<file path="src/rtl/color_classify_pkg.sv">
// color_classify shared definitions.
// Colour codes, filter selects and one-hot FSM states.
package color_classify_pkg;

    // Colour codes as consumed by the core FSM.
    typedef enum logic [1:0] {
        COL_NONE  = 2'd0,
        COL_RED   = 2'd1,
        COL_GREEN = 2'd2,
        COL_BLUE  = 2'd3
    } color_e;

    // Filter selects, packed as {s2, s3}.
    localparam logic [1:0] FILT_RED   = 2'b00;
    localparam logic [1:0] FILT_BLUE  = 2'b01;
    localparam logic [1:0] FILT_GREEN = 2'b11;

    // One-hot state bit positions.
    // Settle/gate pairs are adjacent so settle -> gate is a shift.
    localparam int I_IDLE = 0;
    localparam int I_SR   = 1;
    localparam int I_GR   = 2;
    localparam int I_SG   = 3;
    localparam int I_GG   = 4;
    localparam int I_SB   = 5;
    localparam int I_GB   = 6;
    localparam int I_CL   = 7;

    localparam logic [7:0] S_IDLE = 8'b0000_0001;
    localparam logic [7:0] S_SR   = 8'b0000_0010;
    localparam logic [7:0] S_GR   = 8'b0000_0100;
    localparam logic [7:0] S_SG   = 8'b0000_1000;
    localparam logic [7:0] S_GG   = 8'b0001_0000;
    localparam logic [7:0] S_SB   = 8'b0010_0000;
    localparam logic [7:0] S_GB   = 8'b0100_0000;
    localparam logic [7:0] S_CL   = 8'b1000_0000;

endpackage

</file>
<file path="src/rtl/color_classify_if.sv">
// color_classify sensor/classification bundle.
// master = consumer side, slave = classifier side.
interface color_classify_if #(
    parameter int CNT_W = 16
);
    logic             en;
    logic             freq_in;
    logic             s2;
    logic             s3;
    logic [1:0]       color;
    logic             frame_done;
    logic [CNT_W-1:0] red_cnt;
    logic [CNT_W-1:0] green_cnt;
    logic [CNT_W-1:0] blue_cnt;

    modport master (
        output en, freq_in,
        input  s2, s3, color, frame_done,
        input  red_cnt, green_cnt, blue_cnt
    );

    modport slave (
        input  en, freq_in,
        output s2, s3, color, frame_done,
        output red_cnt, green_cnt, blue_cnt
    );
endinterface

</file>
<file path="src/rtl/color_classify_pulse_counter.sv">
// Sensor pulse counter: 2-FF sync, rising-edge
// detect, clearable enable-gated saturating count.
module pulse_counter #(
    parameter int CNT_W = 16
) (
    input  logic             clk,
    input  logic             rst,
    input  logic             freq_in,
    input  logic             clr,
    input  logic             cnt_en,
    output logic [CNT_W-1:0] count
);
    logic sync1, sync2, prev;
    logic rise;

    assign rise = sync2 & ~prev;

    // Bring the async sensor output into clk domain.
    always_ff @(posedge clk or negedge rst) begin
        if (!rst) begin
            sync1 <= 1'b0;
            sync2 <= 1'b0;
            prev  <= 1'b0;
        end else begin
            sync1 <= freq_in;
            sync2 <= sync1;
            prev  <= sync2;
        end
    end

    // Count detected edges while gated; stick at all-ones.
    always_ff @(posedge clk or negedge rst) begin
        if (!rst) begin
            count <= '0;
        end else if (clr) begin
            count <= '0;
        end else if (cnt_en && rise && count != '1) begin
            count <= count + CNT_W'(1);
        end
    end
endmodule

</file>
<file path="src/rtl/color_classify.sv">
// TCS3200 front end: sequences R/G/B filters, counts
// pulses per channel and emits a debounced colour code.
module color_classify
    import color_classify_pkg::*;
#(
    parameter int SETTLE_CYCLES = 50000,
    parameter int GATE_CYCLES   = 500000,
    parameter int CNT_W         = 16,
    parameter int MIN_COUNT     = 200,
    parameter int MARGIN_SHIFT  = 2,
    parameter int STABLE_FRAMES = 2
) (
    input  logic       clk,
    input  logic       rst,
    color_classify_if.slave bus
);
    localparam int TMAX = (SETTLE_CYCLES > GATE_CYCLES)
                        ? SETTLE_CYCLES : GATE_CYCLES;
    localparam int TW = $clog2(TMAX + 1);
    localparam int MW = $clog2(STABLE_FRAMES + 1);
    localparam logic [TW-1:0] SET_LAST  = TW'(SETTLE_CYCLES - 1);
    localparam logic [TW-1:0] GATE_LAST = TW'(GATE_CYCLES - 1);
    localparam logic [CNT_W:0] MIN_C    = (CNT_W+1)'(MIN_COUNT);

    logic [7:0]       state;
    logic [TW-1:0]    timer;
    logic [CNT_W-1:0] count;
    logic [CNT_W-1:0] r_hold, g_hold;
    logic [1:0]       cand;
    logic [MW-1:0]    match, nmatch;
    logic             in_settle, in_gate;
    logic             settle_done, gate_done;
    logic [CNT_W:0]   mx, sec;
    color_e           win;
    logic [1:0]       raw;

    assign in_settle = state[I_SR] | state[I_SG] | state[I_SB];
    assign in_gate   = state[I_GR] | state[I_GG] | state[I_GB];
    assign settle_done = in_settle && timer == SET_LAST;
    assign gate_done   = in_gate && timer == GATE_LAST;

    // Shared counter: cleared as each gate opens.
    pulse_counter #(.CNT_W(CNT_W)) u_cnt (
        .clk     (clk),
        .rst     (rst),
        .freq_in (bus.freq_in),
        .clr     (settle_done),
        .cnt_en  (in_gate),
        .count   (count)
    );

    // Filter sequencer; dropping en aborts any frame.
    always_ff @(posedge clk or negedge rst) begin
        if (!rst) begin
            state <= S_IDLE;
            timer <= '0;
            {bus.s2, bus.s3} <= FILT_RED;
        end else if (!state[I_IDLE] && !state[I_CL]
                     && !bus.en) begin
            state <= S_IDLE;
            timer <= '0;
            {bus.s2, bus.s3} <= FILT_RED;
        end else begin
            timer <= timer + TW'(1);
            unique case (1'b1)
                state[I_IDLE]: begin
                    timer <= '0;
                    if (bus.en) begin
                        state <= S_SR;
                        {bus.s2, bus.s3} <= FILT_RED;
                    end
                end
                state[I_SR], state[I_SG], state[I_SB]: begin
                    if (settle_done) begin
                        state <= state << 1;
                        timer <= '0;
                    end
                end
                state[I_GR]: begin
                    if (gate_done) begin
                        state <= S_SG;
                        timer <= '0;
                        {bus.s2, bus.s3} <= FILT_GREEN;
                    end
                end
                state[I_GG]: begin
                    if (gate_done) begin
                        state <= S_SB;
                        timer <= '0;
                        {bus.s2, bus.s3} <= FILT_BLUE;
                    end
                end
                state[I_GB]: begin
                    if (gate_done) begin
                        state <= S_CL;
                        timer <= '0;
                    end
                end
                state[I_CL]: begin
                    timer <= '0;
                    state <= bus.en ? S_SR : S_IDLE;
                    {bus.s2, bus.s3} <= FILT_RED;
                end
                default: begin
                    state <= S_IDLE;
                    timer <= '0;
                    {bus.s2, bus.s3} <= FILT_RED;
                end
            endcase
        end
    end

    // Park red/green totals once their gate has closed.
    always_ff @(posedge clk or negedge rst) begin
        if (!rst) begin
            r_hold <= '0;
            g_hold <= '0;
        end else begin
            if (state[I_SG] && timer == '0) r_hold <= count;
            if (state[I_SB] && timer == '0) g_hold <= count;
        end
    end

    // Pick winner and runner-up; ties fail the margin.
    always_comb begin
        mx  = '0;
        sec = '0;
        win = COL_NONE;
        if (r_hold >= g_hold && r_hold >= count) begin
            mx  = {1'b0, r_hold};
            sec = {1'b0, (g_hold >= count) ? g_hold : count};
            win = COL_RED;
        end else if (g_hold >= count) begin
            mx  = {1'b0, g_hold};
            sec = {1'b0, (r_hold >= count) ? r_hold : count};
            win = COL_GREEN;
        end else begin
            mx  = {1'b0, count};
            sec = {1'b0, (r_hold >= g_hold) ? r_hold : g_hold};
            win = COL_BLUE;
        end
        raw = (mx >= MIN_C && mx > sec + (sec >> MARGIN_SHIFT))
            ? win : COL_NONE;
    end

    // Match count after this frame's result.
    always_comb begin
        nmatch = MW'(1);
        if (raw == cand) begin
            nmatch = (match == MW'(STABLE_FRAMES))
                   ? match : match + MW'(1);
        end
    end

    // Publish counts and debounce the colour per frame.
    always_ff @(posedge clk or negedge rst) begin
        if (!rst) begin
            cand           <= COL_NONE;
            match          <= '0;
            bus.color      <= COL_NONE;
            bus.frame_done <= 1'b0;
            bus.red_cnt    <= '0;
            bus.green_cnt  <= '0;
            bus.blue_cnt   <= '0;
        end else begin
            bus.frame_done <= state[I_CL];
            if (state[I_CL]) begin
                bus.red_cnt   <= r_hold;
                bus.green_cnt <= g_hold;
                bus.blue_cnt  <= count;
                cand  <= raw;
                match <= nmatch;
                if (nmatch == MW'(STABLE_FRAMES))
                    bus.color <= raw;
            end
        end
    end
endmodule

</file>
<file path="src/flat_wrapper.sv">
// flat-port wrapper written by rule: the top's interface ports become plain ports
module color_classify_flat import color_classify_pkg::*;
#(
    parameter int SETTLE_CYCLES = 50000,
    parameter int GATE_CYCLES   = 500000,
    parameter int CNT_W         = 16,
    parameter int MIN_COUNT     = 200,
    parameter int MARGIN_SHIFT  = 2,
    parameter int STABLE_FRAMES = 2
)
  (clk, rst, bus_en, bus_freq_in, bus_s2, bus_s3, bus_color, bus_frame_done, bus_red_cnt, bus_green_cnt, bus_blue_cnt);
  color_classify_if #(.CNT_W(CNT_W)) bus_i ();
  input  logic clk;
  input  logic rst;
  input wire logic [$bits(bus_i.en)-1:0] bus_en;
  input wire logic [$bits(bus_i.freq_in)-1:0] bus_freq_in;
  output wire logic [$bits(bus_i.s2)-1:0] bus_s2;
  output wire logic [$bits(bus_i.s3)-1:0] bus_s3;
  output wire logic [$bits(bus_i.color)-1:0] bus_color;
  output wire logic [$bits(bus_i.frame_done)-1:0] bus_frame_done;
  output wire logic [$bits(bus_i.red_cnt)-1:0] bus_red_cnt;
  output wire logic [$bits(bus_i.green_cnt)-1:0] bus_green_cnt;
  output wire logic [$bits(bus_i.blue_cnt)-1:0] bus_blue_cnt;
  assign bus_i.en = bus_en;
  assign bus_i.freq_in = bus_freq_in;
  assign bus_s2 = bus_i.s2;
  assign bus_s3 = bus_i.s3;
  assign bus_color = bus_i.color;
  assign bus_frame_done = bus_i.frame_done;
  assign bus_red_cnt = bus_i.red_cnt;
  assign bus_green_cnt = bus_i.green_cnt;
  assign bus_blue_cnt = bus_i.blue_cnt;
  color_classify #(.SETTLE_CYCLES(SETTLE_CYCLES), .GATE_CYCLES(GATE_CYCLES), .CNT_W(CNT_W), .MIN_COUNT(MIN_COUNT), .MARGIN_SHIFT(MARGIN_SHIFT), .STABLE_FRAMES(STABLE_FRAMES)) u_core (.clk(clk), .rst(rst), .bus(bus_i));
endmodule
</file>
<file path="config.mk">
export PLATFORM = sky130hd
export DESIGN_NAME = color_classify_flat
export DESIGN_NICKNAME = d
export VERILOG_FILES = /design/src/rtl/color_classify_pkg.sv /design/src/rtl/color_classify_if.sv /design/src/rtl/color_classify_pulse_counter.sv /design/src/rtl/color_classify.sv /design/src/flat_wrapper.sv
export SDC_FILE = /design/constraint.sdc
export NUM_CORES = 1
export LEC_CHECK = 0
export ABC_AREA = 0
export CAP_MARGIN = 40
export CORE_MARGIN = 3
export CORE_UTILIZATION = 30
export DETAILED_ROUTE_END_ITERATION = 8
export PLACE_DENSITY = 0.45
export SYNTH_ARGS = -nofsm -noshare
export SYNTH_HDL_FRONTEND = slang
export SYNTH_SLANG_ARGS = --single-unit
export TNS_END_PERCENT = 10
</file>
<file path="constraint.sdc">
create_clock -name clk -period 8.56 [get_ports clk]
set_clock_uncertainty 0.1 [all_clocks]
set_input_delay 2.568 -clock clk [delete_from_list [all_inputs] [get_ports clk]]
set_output_delay 2.568 -clock clk [all_outputs]
set_load 0.05 [all_outputs]
</file>
# Word-level counts from Yosys, hierarchy flattened
# Cells that the tools add are included.
dict set report word_totals {
  elab_cells 102
  in_bits 4
  out_inout_bits 53
  regBits 135
}
dict set report classes {
  n_addsub 4
  n_mux 33
  order_cmp 5
  n_reduce_logical 23
  bitwise 6
  eq_ne 13
}
# operator n
set op_table {}
lappend op_table {{$mux W16} 7}
lappend op_table {{$mux W19} 3}
lappend op_table {{$ge A16 B16 Y1} 3}
lappend op_table {{$pmux W8 S6} 1}
lappend op_table {{$pmux W19 S2} 1}
lappend op_table {{$mux W17} 2}
lappend op_table {{$add A19 B1 Y19 const B} 1}
lappend op_table {{$eq A19 B16 Y1 const B} 1}
lappend op_table {{$eq A19 B19 Y1 const B} 1}
lappend op_table {{$logic_not A19 Y1} 1}
lappend op_table {{$mux W6} 3}
lappend op_table {{$add A17 B15 Y17} 1}
lappend op_table {{$ge A17 B8 Y1 const B} 1}
lappend op_table {{$gt A17 B17 Y1} 1}
lappend op_table {{$add A16 B1 Y16 const B} 1}
lappend op_table {{$mux W8} 2}
lappend op_table {{$ne A16 B16 Y1 const B} 1}
lappend op_table {{$ne A3 B3 Y1 const B} 4}
lappend op_table {{$logic_and A1 B1 Y1} 10}
lappend op_table {{$mux W2} 5}
lappend op_table {{$mux W7} 1}
lappend op_table {{$mux W1} 6}
lappend op_table {{$ne A3 B1 Y1 const B} 2}
lappend op_table {{$reduce_or A3 Y1} 2}
lappend op_table {{other kinds (17)} 23}

# Longest topological paths before layout
# Gate-level depths: netlist (run 1).
dict set report depth {
  word_depth 12
  mapped_depth 33
  depth_no_buf 29
}

# Hierarchy
# From an unflattened synthesis (run 1), not the netlist that was laid out.
dict set report hier_totals {
  hier_cells 890
  hier_area_um2 8496.9
}
# mod cells_per_inst instances seq_area_each_um2 area_per_inst_um2
set modules_own_cells {}
lappend modules_own_cells {color_classify 788 1 2904.0 7479.7}
lappend modules_own_cells {pulse_counter 102 1 475.5 1017.2}

# Worst setup path before layout (run 1)
# OpenSTA, ideal clock, no wires.
dict set report synth_timing {
  path_kind {register -> register}
  start {register u_core.u_cnt.count[9]}
  end {register u_core.bus.color[0]}
  arrival_ns 6.022
  required_ns 8.334
  period_less_slack_ns 6.248
  path_stages_with_launch 32
  path_buffers 3
  setup_time_ns 0.126
  path_slack_ns 2.312
  path_cell_list {dfrtp_1 > clkbuf_1 > inv_1 > ha_1 > a21oi_1 > o21ai_0 > a221o_1 > a31oi_4 > nor3b_1 > a21oi_2 > clkbuf_1 > o22ai_1 > nor2_1 > ha_1 > a21o_1 > a21oi_1 > o21bai_1 > a211o_1 > a31oi_1 > a211oi_1 > o21ai_0 > a21oi_1 > o21ai_0 > xor2_1 > ha_1 > nand4_1 > nor3_1 > nor3_1 > o21ai_0 > or2_1 > buf_2 > a221o_1}
}
dict set report synth_via {
  elab_chain_len 12
  elab_cells_between_ends 20
  classes_between {add/sub (1); order compare (4); eq/ne (2); mux (10); reduce/logical (3)}
}
# element line
set synth_lines {}
lappend synth_lines {{start, declared} color_classify_pulse_counter.sv:11} ;# output logic [CNT_W-1:0] count
lappend synth_lines {{start signal, assigned} color_classify_pulse_counter.sv:38} ;# count <= count + CNT_W'(1);
lappend synth_lines {{$ge A16 B16 Y1} {color_classify.sv:129, color_classify.sv:135}}
lappend synth_lines {{$mux W16} color_classify.sv:135} ;# sec = {1'b0, (r_hold >= count) ? r_hold : count};
lappend synth_lines {{$mux W16} color_classify.sv:133} ;# end else if (g_hold >= count) begin
lappend synth_lines {{$mux W17} color_classify.sv:129} ;# if (r_hold >= g_hold && r_hold >= count) begin
lappend synth_lines {{$add A17 B15 Y17} color_classify.sv:142} ;# raw = (mx >= MIN_C && mx > sec + (sec >> MARGIN_SHIFT))
lappend synth_lines {{$gt A17 B17 Y1} color_classify.sv:142}
lappend synth_lines {{$logic_and A1 B1 Y1} color_classify.sv:142}
lappend synth_lines {{$mux W2 *} color_classify.sv:143} ;# ? win : COL_NONE;
lappend synth_lines {{$eq A2 B2 Y1} color_classify.sv:149} ;# if (raw == cand) begin
lappend synth_lines {{$mux W2} color_classify.sv:149}
lappend synth_lines {{$eq A2 B2 Y1} color_classify.sv:173} ;# if (nmatch == MW'(STABLE_FRAMES))
lappend synth_lines {{$reduce_and A2 Y1 (no line)} --}
lappend synth_lines {{end signal, assigned} color_classify.sv:174} ;# bus.color <= raw;
lappend synth_lines {{end, declared} color_classify_if.sv:24} ;# output s2, s3, color, frame_done,
# Mark *: on every way between the ends. The rest lies on a longest branch, timed or not.
# A chain may end at the register's enable or synchronous reset.

# Worst setup path after layout (run 1)
dict set report layout_timing {
  start {register u_core.u_cnt.count[2]}
  end {register u_core.bus.color[1]}
}
# The elaborated chain is that of the path after synthesis.

==> reports/metrics.cfg, run 1 <==
[drt]
routed.top_layer = met4
wl_met3_um = 604
wl_met1_mm = 12.2
routed_wl_mm = 23.5
viasPerCell = 4.93
drt-initial-drc-count = 439
firstDrtPassIters = 5
drc = 0
wl_per_cell_um = 17.5
ant_nets = 0
vias = 6603
wl_met2_mm = 10.3

[setup_path]
max_stage_delay_ps = 530
required_ps = 8770
worstSetupStartpointType = flop
crit_path_top_delay_cell = and2_1
path_class = reg -> reg
cp.arrival_ps = 7410
crit_top_cell = o21ai_0
crit_family = compound AO/OA/AOI/OAI gates
critPathBufInv = 1
cp_max_fo = 15
critPathCaptureType = flop

[synth]
syn-num-nets = 989
syn_avg_cell_area_sq_um = 9.29
synthCells = 902
yosysTopAreaCell = dfrtp_1
synth_top_area_frac = 0.400
yosysMostFrequentCell = dfrtp_1
async_flop_share = 1.00
synth_commonest_cells = dfrtp_1 (134), nor2_1 (108), nand2_1 (88), ha_1 (82), o21ai_0 (64)
synth_edf_count = 0
yosysSeqAreaShare = 0.403
synth_ff_type = dfrtp_1
yosys_warnings = 0
synth_area_leaders = dfrtp_1 (40%), ha_1 (12%), mux2_2 (6.7%), nor2_1 (4.8%), nand2_1 (3.9%)
ys_ff_latch = 135
synth_area_sq_um = 8380
synthDistinctLibCells = 61

[layout]
design_area_sq_um = 9990
utilization = 0.368
fin_cells = 1339
antenna_cells = 0
fin_nets = 1041
area_delta_synth_final_pct = 19.2
drive_above_1_share = 0.114

[die]
start_util = 0.308
io_pins = 57
die_x_um = 173
rows = 60
core_sq_um = 27200
die-area_sq_um = 30000
die_y_um = 173

[sta]
period_needed_ps = 7210
fmax_mhz = 139
final.period_utilization = 0.842
fin_ws_ps = 1350
rsz0062_at_grt = no
hold_ws_ps = 260
worst_pin_slew_ps = 763
setup_viol = 0
maxSlewViolCount = 0
slew_headroom = 0.487
finalSetupTns_ps = 0
hold_viol = 0

[global_route]
grt_max_degree = 59
track_usage = 0.159
grt_pass1_vias = 6574
grt_pass1_wl_mm = 38.0
antenna_found_initial = 0
grt_overflow = 0

[clock_network]
numCtsBuffers = 17
cts.sinks = 135
cts-root-buf = clkbuf_16
hold_buffers = 0
cts_max_level = 4
cts_tree = yes
clk_pin_slew_worst_paths_ps = 60
post_cts_resized = 0
cts_max_path_buffers = 2
postCtsSetupBuffers = 0
worstSkewPairLatency_ps = 430

[run_status]
status = completed

[power_and_ir_drop]
p_leak_nw = 4.45
ir_worst_vdd_mv = 0.119
finalPower_mw = 1.50
p_per_area_nw_per_um2 = 150

[min_path]
hold_path.class = reg -> reg

[job]
drv_cap = 0

[placed_design]
dp.cells = 1307
dp_slack_ps = 1380
dp.final_hpwl_mm = 17.6
place_area_sq_um = 9390
port_buffers = 56
place.gp.congestion = 0.880

==> state kept, by name (all words and copies together), names as in the netlist <==
name,count
u_core.bus.green_cnt,16
u_core.g_hold,16
u_core.u_cnt.sync1,1
u_core.r_hold,16
u_core.bus.frame_done,1
u_core.bus.s3,1
u_core.u_cnt.sync2,1
u_core.bus.s2,1
u_core.u_cnt.prev,1
u_core.bus.color,2
u_core.bus.red_cnt,16
u_core.bus.blue_cnt,16
u_core.u_cnt.count,16
u_core.state,8
u_core.timer,19
u_core.match,2
u_core.cand,2
==> placed cells by master (no fill, tap or decap), types with 5 or more instances in the layout <==
master and instances:
o22ai_1 14, nor2b_1 5, xnor2_1 30, nand4_1 14
o21ai_0 64, a21o_1 14, dfrtp_1 133, clkbuf_16 17
buf_4 7, a211oi_1 8, inv_1 50, nand2_1 88
nand2b_1 8, nor2_1 108, mux2_2 50, ha_1 82
clkdlybuf4s50_1 55, and3_1 7, xor2_1 14, or2_2 5
nor3_1 19, clkinvlp_4 5, nor4_1 13, a31oi_1 5
a21oi_1 52, nand3_1 17
==> final timing paths <==
kind                       slack [ps]             startpoint  cells past startpoint                endpoint
setup / recovery                 1350  u_core.u_cnt.count[2]                     28     u_core.bus.color[1]
hold / removal                    260     u_core.u_cnt.sync1                      0      u_core.u_cnt.sync2
setup reg to reg                 1350  u_core.u_cnt.count[2]                     28     u_core.bus.color[1]
hold reg to reg                   260     u_core.u_cnt.sync1                      0      u_core.u_cnt.sync2
max in group asynchronous        5150                    rst                      3         u_core.state[0]
min in group asynchronous        2010                    rst                      1  u_core.bus.red_cnt[10]
==> logic make-up (layout without fill, tap and decap cells) <==
kind of cell | count (synthesis) | count (layout) | synth area share
and+or+nand+nor | 306 | 306 | 0.170
AOI/OAI and AO/OA | 198 | 198 | 0.148
DFF | 135 | 135 | 0.403
adders and majority gates | 84 | 84 | 0.126
buffers and inverters | 84 | 149 | 0.0385
muxes | 51 | 51 | 0.0684
xor gates and xnor gates | 44 | 44 | 0.0460
==> report_power, final <==
part	switching (mW)	internal, mW	leakage [nW]
clock	0.305	0.462	0.281
combinational	0.0501	0.0223	2.30
sequential	0.00953	0.648	1.87
total	0.365	1.13	4.45
==> metal layers <==
layer,vias to the layer above,GRT usage
met5,-,0
met4,0,0.0436
met3,22,0.0244
met2,109,0.239
met1,3173,0.237
li1,3299,-
==> final cells by class <==
class / instances / area (sq um)
fillers: 2848 / 17200
clock inverters: 14 / 175
repair buffers: 66 / 672
flip-flops and latches: 135 / 3380
multi-input cells: 683 / 4680
inverters: 51 / 191
well taps: 372 / 465
clock buffers: 18 / 429
Power figures use the tool's default switching activity.
==> run 2: changes to the inputs <==
==> constraint.sdc (replaced) <==
create_clock -name clk -period 7.08 [get_ports clk]
set_clock_uncertainty 0.1 [all_clocks]
set_input_delay 2.124 -clock clk [delete_from_list [all_inputs] [get_ports clk]]
set_output_delay 2.124 -clock clk [all_outputs]
set_load 0.05 [all_outputs]
==> reports/metrics.cfg, run 2 (synthesis gave the netlist of run 1 again) <==
[run_status]
status = completed

[setup_path]
r2r-end = u_core.bus.color[1]
max_stage_delay_ps = 480  ; -50 ps
path_class = reg -> reg
rr_startpoint = u_core.u_cnt.count[9]
worstSetupStartpointType = flop
cp_max_fo = 7  ; -8
crit_path_top_delay_cell = o31ai_2
ff2ff_path_depth = 29  ; +3.6%
required_ps = 7300  ; -1470 ps
crit_top_cell = a21oi_1
cp.arrival_ps = 6770  ; -640 ps
critPathCaptureType = flop
r2r_setup_slack_ps = 520  ; -830 ps

[layout]
antenna_cells = 0  ; unchanged
design_area_sq_um = 10200  ; +2.0%
n_fill_cell = 2800  ; -1.7%
drive_above_1_share = 0.140  ; +0.0264
final_common_cell = dfrtp_1
final_cell_mix = dfrtp_1 (131), nor2_1 (107), nand2_1 (88)
fin_nets = 1066  ; +2.4%
area_delta_synth_final_pct = 21.6
registers.top_by_ff_count = u_core.timer
fin_cells = 1364  ; +1.9%
largest_reg_flops = 19  ; unchanged

[global_route]
track_usage = 0.160  ; +0.000737
grt_overflow = 0  ; unchanged
grt_pass1_vias = 6647  ; +1.1%
grt_max_degree = 74  ; +25%
grt_pass1_wl_mm = 38.0  ; about the same
antenna_found_initial = 0  ; unchanged

[die]
start_util = 0.308  ; unchanged
io_pins = 57  ; unchanged
die-area_sq_um = 30000  ; unchanged
die_y_um = 173  ; unchanged
rows = 60  ; unchanged
core_sq_um = 27200  ; unchanged
die_x_um = 173  ; unchanged

[power_and_ir_drop]
ir_worst_vdd_mv = 0.101  ; -15%
p_per_area_nw_per_um2 = 178  ; +19%
p_leak_nw = 4.60  ; +3.3%
finalPower_mw = 1.81  ; +21%

[sta]
maxSlewViolCount = 0  ; unchanged
setup_viol = 0  ; unchanged
finalSetupTns_ps = 0  ; unchanged
fin_ws_ps = 522  ; -832 ps
slew_headroom = 0.497  ; +0.00974
period_needed_ps = 6560  ; -648 ps
worst_pin_slew_ps = 748  ; -14.5 ps
fmax_mhz = 152  ; +9.9%
final.period_utilization = 0.926  ; +0.0844
hold_viol = 0  ; unchanged
rsz0062_at_grt = no

[clock_network]
cts.sinks = 135  ; unchanged
cts_max_level = 4  ; unchanged
cts_tree = yes
cts_max_path_buffers = 2  ; unchanged
worstSkewPairLatency_ps = 440  ; about the same
numCtsBuffers = 17  ; unchanged
clk_pin_slew_worst_paths_ps = 60  ; about the same
hold_buffers = 0  ; unchanged
cts-root-buf = clkbuf_16

[placed_design]
place_area_sq_um = 9580  ; +2.1%
dp.cells = 1332  ; +1.9%
dp.final_hpwl_mm = 17.7  ; +0.61%
dp_slack_ps = 197  ; -1190 ps
place.gp.congestion = 0.818  ; -7.1%
port_buffers = 56  ; unchanged

[drt]
viasPerCell = 4.91  ; -0.41%
wl_per_cell_um = 17.4  ; -0.86%
firstDrtPassIters = 4  ; -1
drt-initial-drc-count = 421  ; -4.1%
vias = 6699  ; +1.5%
routed_wl_mm = 23.7  ; +0.99%
ant_nets = 0  ; unchanged
drc = 0  ; unchanged

[min_path]
hold-path-cell-count = 0  ; unchanged
hold_path.class = reg -> reg
hold_end = u_core.u_cnt.sync2
min_from = u_core.u_cnt.sync1

[job]
drv_cap = 0  ; unchanged

[run 2: changes by cell type in the layout (fill, tap and decap cells not counted), sizes merged]
cell and delta:
clkinv +4, inv +1, buf +25, bufinv -1, clkinvlp -4
[run 2: timing repair]
| action | CTS | global route |
|---|---|---|
| gates resized for setup | 0 | 6 |
| setup buffers | 0 | 0 |
| endpoints found under the setup margin | 0 | 6 |
[run 2: how the worst max path moves through the flow]
| stage | startpoint | endpoint | slack, ps | depth (start not counted) |
|---|---|---|---|---|
| 2_1_floorplan | u_core.u_cnt.count[9] | u_core.bus.color[0] | 830 | 31 |
| 4_1_cts | u_core.u_cnt.count[9] | u_core.bus.color[0] | 190 | 28 |
| 5_1_grt | u_core.u_cnt.count[13] | u_core.bus.color[0] | 20 | 28 |
| 3_5_place_dp | u_core.u_cnt.count[9] | u_core.match[1] | 200 | 27 |
| 6_report | u_core.u_cnt.count[9] | u_core.bus.color[1] | 520 | 29 |
| 3_3_place_gp | u_core.u_cnt.count[9] | u_core.match[1] | 260 | 27 |
[run 2: stage by stage]
step / utilization / hold slack, ps
final: 0.375 / 250
after detailed placement: 0.353 / 239
after CTS: 0.375 / 252
after floorplan: - / 231
after global routing: 0.375 / 268
after global placement: 0.351 / 233
[run 2: power breakdown]
group / switching [mW] / internal (mW)
logic: 0.0602 / 0.0257
clock network: 0.393 / 0.537
registers: 0.0114 / 0.783
total: 0.464 / 1.35
[run 2: final cells by class]
type / instances / area, sq um / area share
clock buffer: 18 / 439 / 0.0431
clock inverter: 14 / 163 / 0.0160
multi-input combinational: 683 / 4690 / 0.460
inverter: 51 / 191 / 0.0188
timing repair buffer: 91 / 865 / 0.0848
tap: 372 / 465 / 0.0456
sequential: 135 / 3380 / 0.332
[run 2: metal layers]
| metal | GRT usage | share of wire | wire, um |
|---|---|---|---|
| met1 | 0.238 | 0.51 | 12100 |
| met2 | 0.241 | 0.44 | 10500 |
| met3 | 0.0274 | 0.034 | 796 |
| met4 | 0.0378 | 0.010 | 245 |
| met5 | 0 | 0 | 0 |
[run 2: worst max-delay path: cells and delay by family, from the launching register on]
kind	cells	cell delay, ps
AO/OA/AOI/OAI	15	3130
XOR/XNOR	1	160
adder cells (fa/ha/maj)	4	1280
buffers and inverters	1	120
flip-flops	1	470
AND/OR/NAND/NOR	8	1210
==> run 3: changes to the inputs <==
--- a/config.mk
+++ b/config.mk
@@ -7,7 +7,7 @@
 export LEC_CHECK = 0
 export ABC_AREA = 0
 export CAP_MARGIN = 40
-export CORE_MARGIN = 3
+export CORE_MARGIN = 4
 export CORE_UTILIZATION = 30
 export DETAILED_ROUTE_END_ITERATION = 8
 export PLACE_DENSITY = 0.45
==> reports/metrics.cfg, run 3 (synthesis gave the netlist of run 1 again) <==
[setup_path]
path_class = reg -> reg
critPathCaptureType = flop
cp_max_fo = 12  ; +5
worstSetupStartpointType = flop
required_ps = 7290  ; about the same
cp.arrival_ps = 6760  ; about the same
r2r_setup_slack_ps = 530  ; about the same
crit_path_top_delay_cell = dfrtp_1
max_stage_delay_ps = 520  ; +40 ps

[layout]
final_common_cell = dfrtp_1
largest_reg_flops = 19  ; unchanged
fin_nets = 1071  ; +0.47%
area_delta_synth_final_pct = 21.9
registers.top_by_ff_count = u_core.timer
drive_above_1_share = 0.146  ; +0.00632
antenna_cells = 0  ; unchanged
final_cell_mix = dfrtp_1 (130), nor2_1 (107), nand2_1 (88)

[clock_network]
cts.sinks = 135  ; unchanged
numCtsBuffers = 17  ; unchanged
cts_max_path_buffers = 2  ; unchanged
clk_pin_slew_worst_paths_ps = 70  ; about the same
hold_buffers = 0  ; unchanged
cts-root-buf = clkbuf_16
cts_tree = yes
cts_max_level = 4  ; unchanged
worstSkewPairLatency_ps = 430  ; about the same

[die]
die_y_um = 175  ; +1.2%
io_pins = 57  ; unchanged
rows = 60  ; unchanged
die-area_sq_um = 30700  ; +2.3%
core_sq_um = 27300  ; +0.28%
die_x_um = 175  ; +1.2%
start_util = 0.308  ; -0.000850

[sta]
worst_pin_slew_ps = 877  ; +129 ps
fmax_mhz = 153  ; about the same
final.period_utilization = 0.925  ; about the same
rsz0062_at_grt = no
setup_viol = 0  ; unchanged
hold_viol = 0  ; unchanged
finalSetupTns_ps = 0  ; unchanged
period_needed_ps = 6550  ; -6.42 ps
slew_headroom = 0.410  ; -0.0866
maxSlewViolCount = 0  ; unchanged

[power_and_ir_drop]
p_per_area_nw_per_um2 = 172  ; -3.0%
finalPower_mw = 1.76  ; -2.8%
ir_worst_vdd_mv = 0.0933  ; -7.8%
p_leak_nw = 4.59  ; -0.20%

[global_route]
grt_pass1_wl_mm = 39.0  ; +2.5%
antenna_found_initial = 0  ; unchanged
grt_overflow = 0  ; unchanged
grt.busiest_layer = met1
grt_pass1_vias = 6728  ; +1.2%
track_usage = 0.160  ; about the same
use_met1 = 0.243  ; +0.00479
grt_max_degree = 47  ; -36%
met2_usage = 0.235  ; -0.00597
grt_util_met3 = 0.0286  ; +0.00111

[placed_design]
port_buffers = 56  ; unchanged
dp.final_hpwl_mm = 18.1  ; +2.3%
place.gp.congestion = 0.884  ; +8.2%

[drt]
vias = 6766  ; +1.0%
drc = 0  ; unchanged
drt-initial-drc-count = 438  ; +4.0%
viasPerCell = 4.94  ; +0.63%
wl_per_cell_um = 17.5  ; +0.90%
ant_nets = 0  ; unchanged
firstDrtPassIters = 5  ; +1
routed_wl_mm = 24.0  ; +1.3%

[run_status]
status = completed

[job]
drv_cap = 0  ; unchanged

[min_path]
hold_path.class = reg -> reg

==> run 3: cell types whose count changed in the layout (fill, tap and decap cells not counted), sizes merged <==
| cell | delta |
|---|---|
| bufinv | -1 |
| clkbuf | +2 |
| inv | -2 |
| buf | +5 |
| clkinvlp | +4 |
| clkinv | -3 |
==> run 3: layout make-up <==
type	count	area, sq um
clock buffer	20	447
clock inverter	12	120
fill	2709	17000
inverter	51	195
multi-input combinational	683	4690
sequential	135	3380
tap	372	465
timing repair buffer	96	910
==> run 3: final timing paths <==
check,start,end,depth (start not counted)
max,u_core.g_hold[11],u_core.bus.color[1],29
max reg2reg,u_core.g_hold[11],u_core.bus.color[1],29
min,u_core.u_cnt.sync1,u_core.u_cnt.sync2,0
max in group asynchronous,rst,u_core.u_cnt.count[13],3
min reg2reg,u_core.u_cnt.sync1,u_core.u_cnt.sync2,0
min in group asynchronous,rst,u_core.bus.s2,1
==> run 3: power breakdown <==
group          total, mW  leakage, nW  internal (mW)  switching (mW)
clock network      0.878        0.265          0.498           0.379
registers          0.794         1.87          0.783          0.0115
logic             0.0869         2.46         0.0269          0.0600
total               1.76         4.59           1.31           0.451
==> run 3: worst max-delay path, delay by kind of cell, from the launching register on <==
| family | cells | cell delay (ps) |
|---|---|---|
| buf+inv | 2 | 370 |
| flops | 1 | 520 |
| simple gates | 10 | 1570 |
| compound gates | 14 | 2910 |
| fa+ha+maj | 3 | 930 |
==> run 3: metal layers <==
layer,vias to the layer above,wire length [um]
met1,3247,12500
met5,-,0
met3,18,944
met4,0,223
met2,132,10300
li1,3369,-
==> run 3: stage by stage <==
step / hold slack, ps / cell area, sq um / worst slack [ps] / cells / util
global placement: 231 / 9530 / 335 / 1331 / 0.350
global route: 257 / 10200 / 19.3 / 1369 / 0.375
floorplan: 231 / 8380 / 832 / 902 / -
detailed placement: 236 / 9600 / 274 / 1334 / 0.352
CTS: 252 / 10200 / 241 / 1366 / 0.373
finish: 254 / 10200 / 529 / 1369 / 0.375
==> run 3: repair_timing <==
| item | in CTS | in global routing |
|---|---|---|
| gates resized for setup | 0 | 8 |
| endpoints found under the hold margin | 0 | 0 |
| buffers inserted | 0 | 3 |
| endpoints found under the setup margin | 0 | 6 |
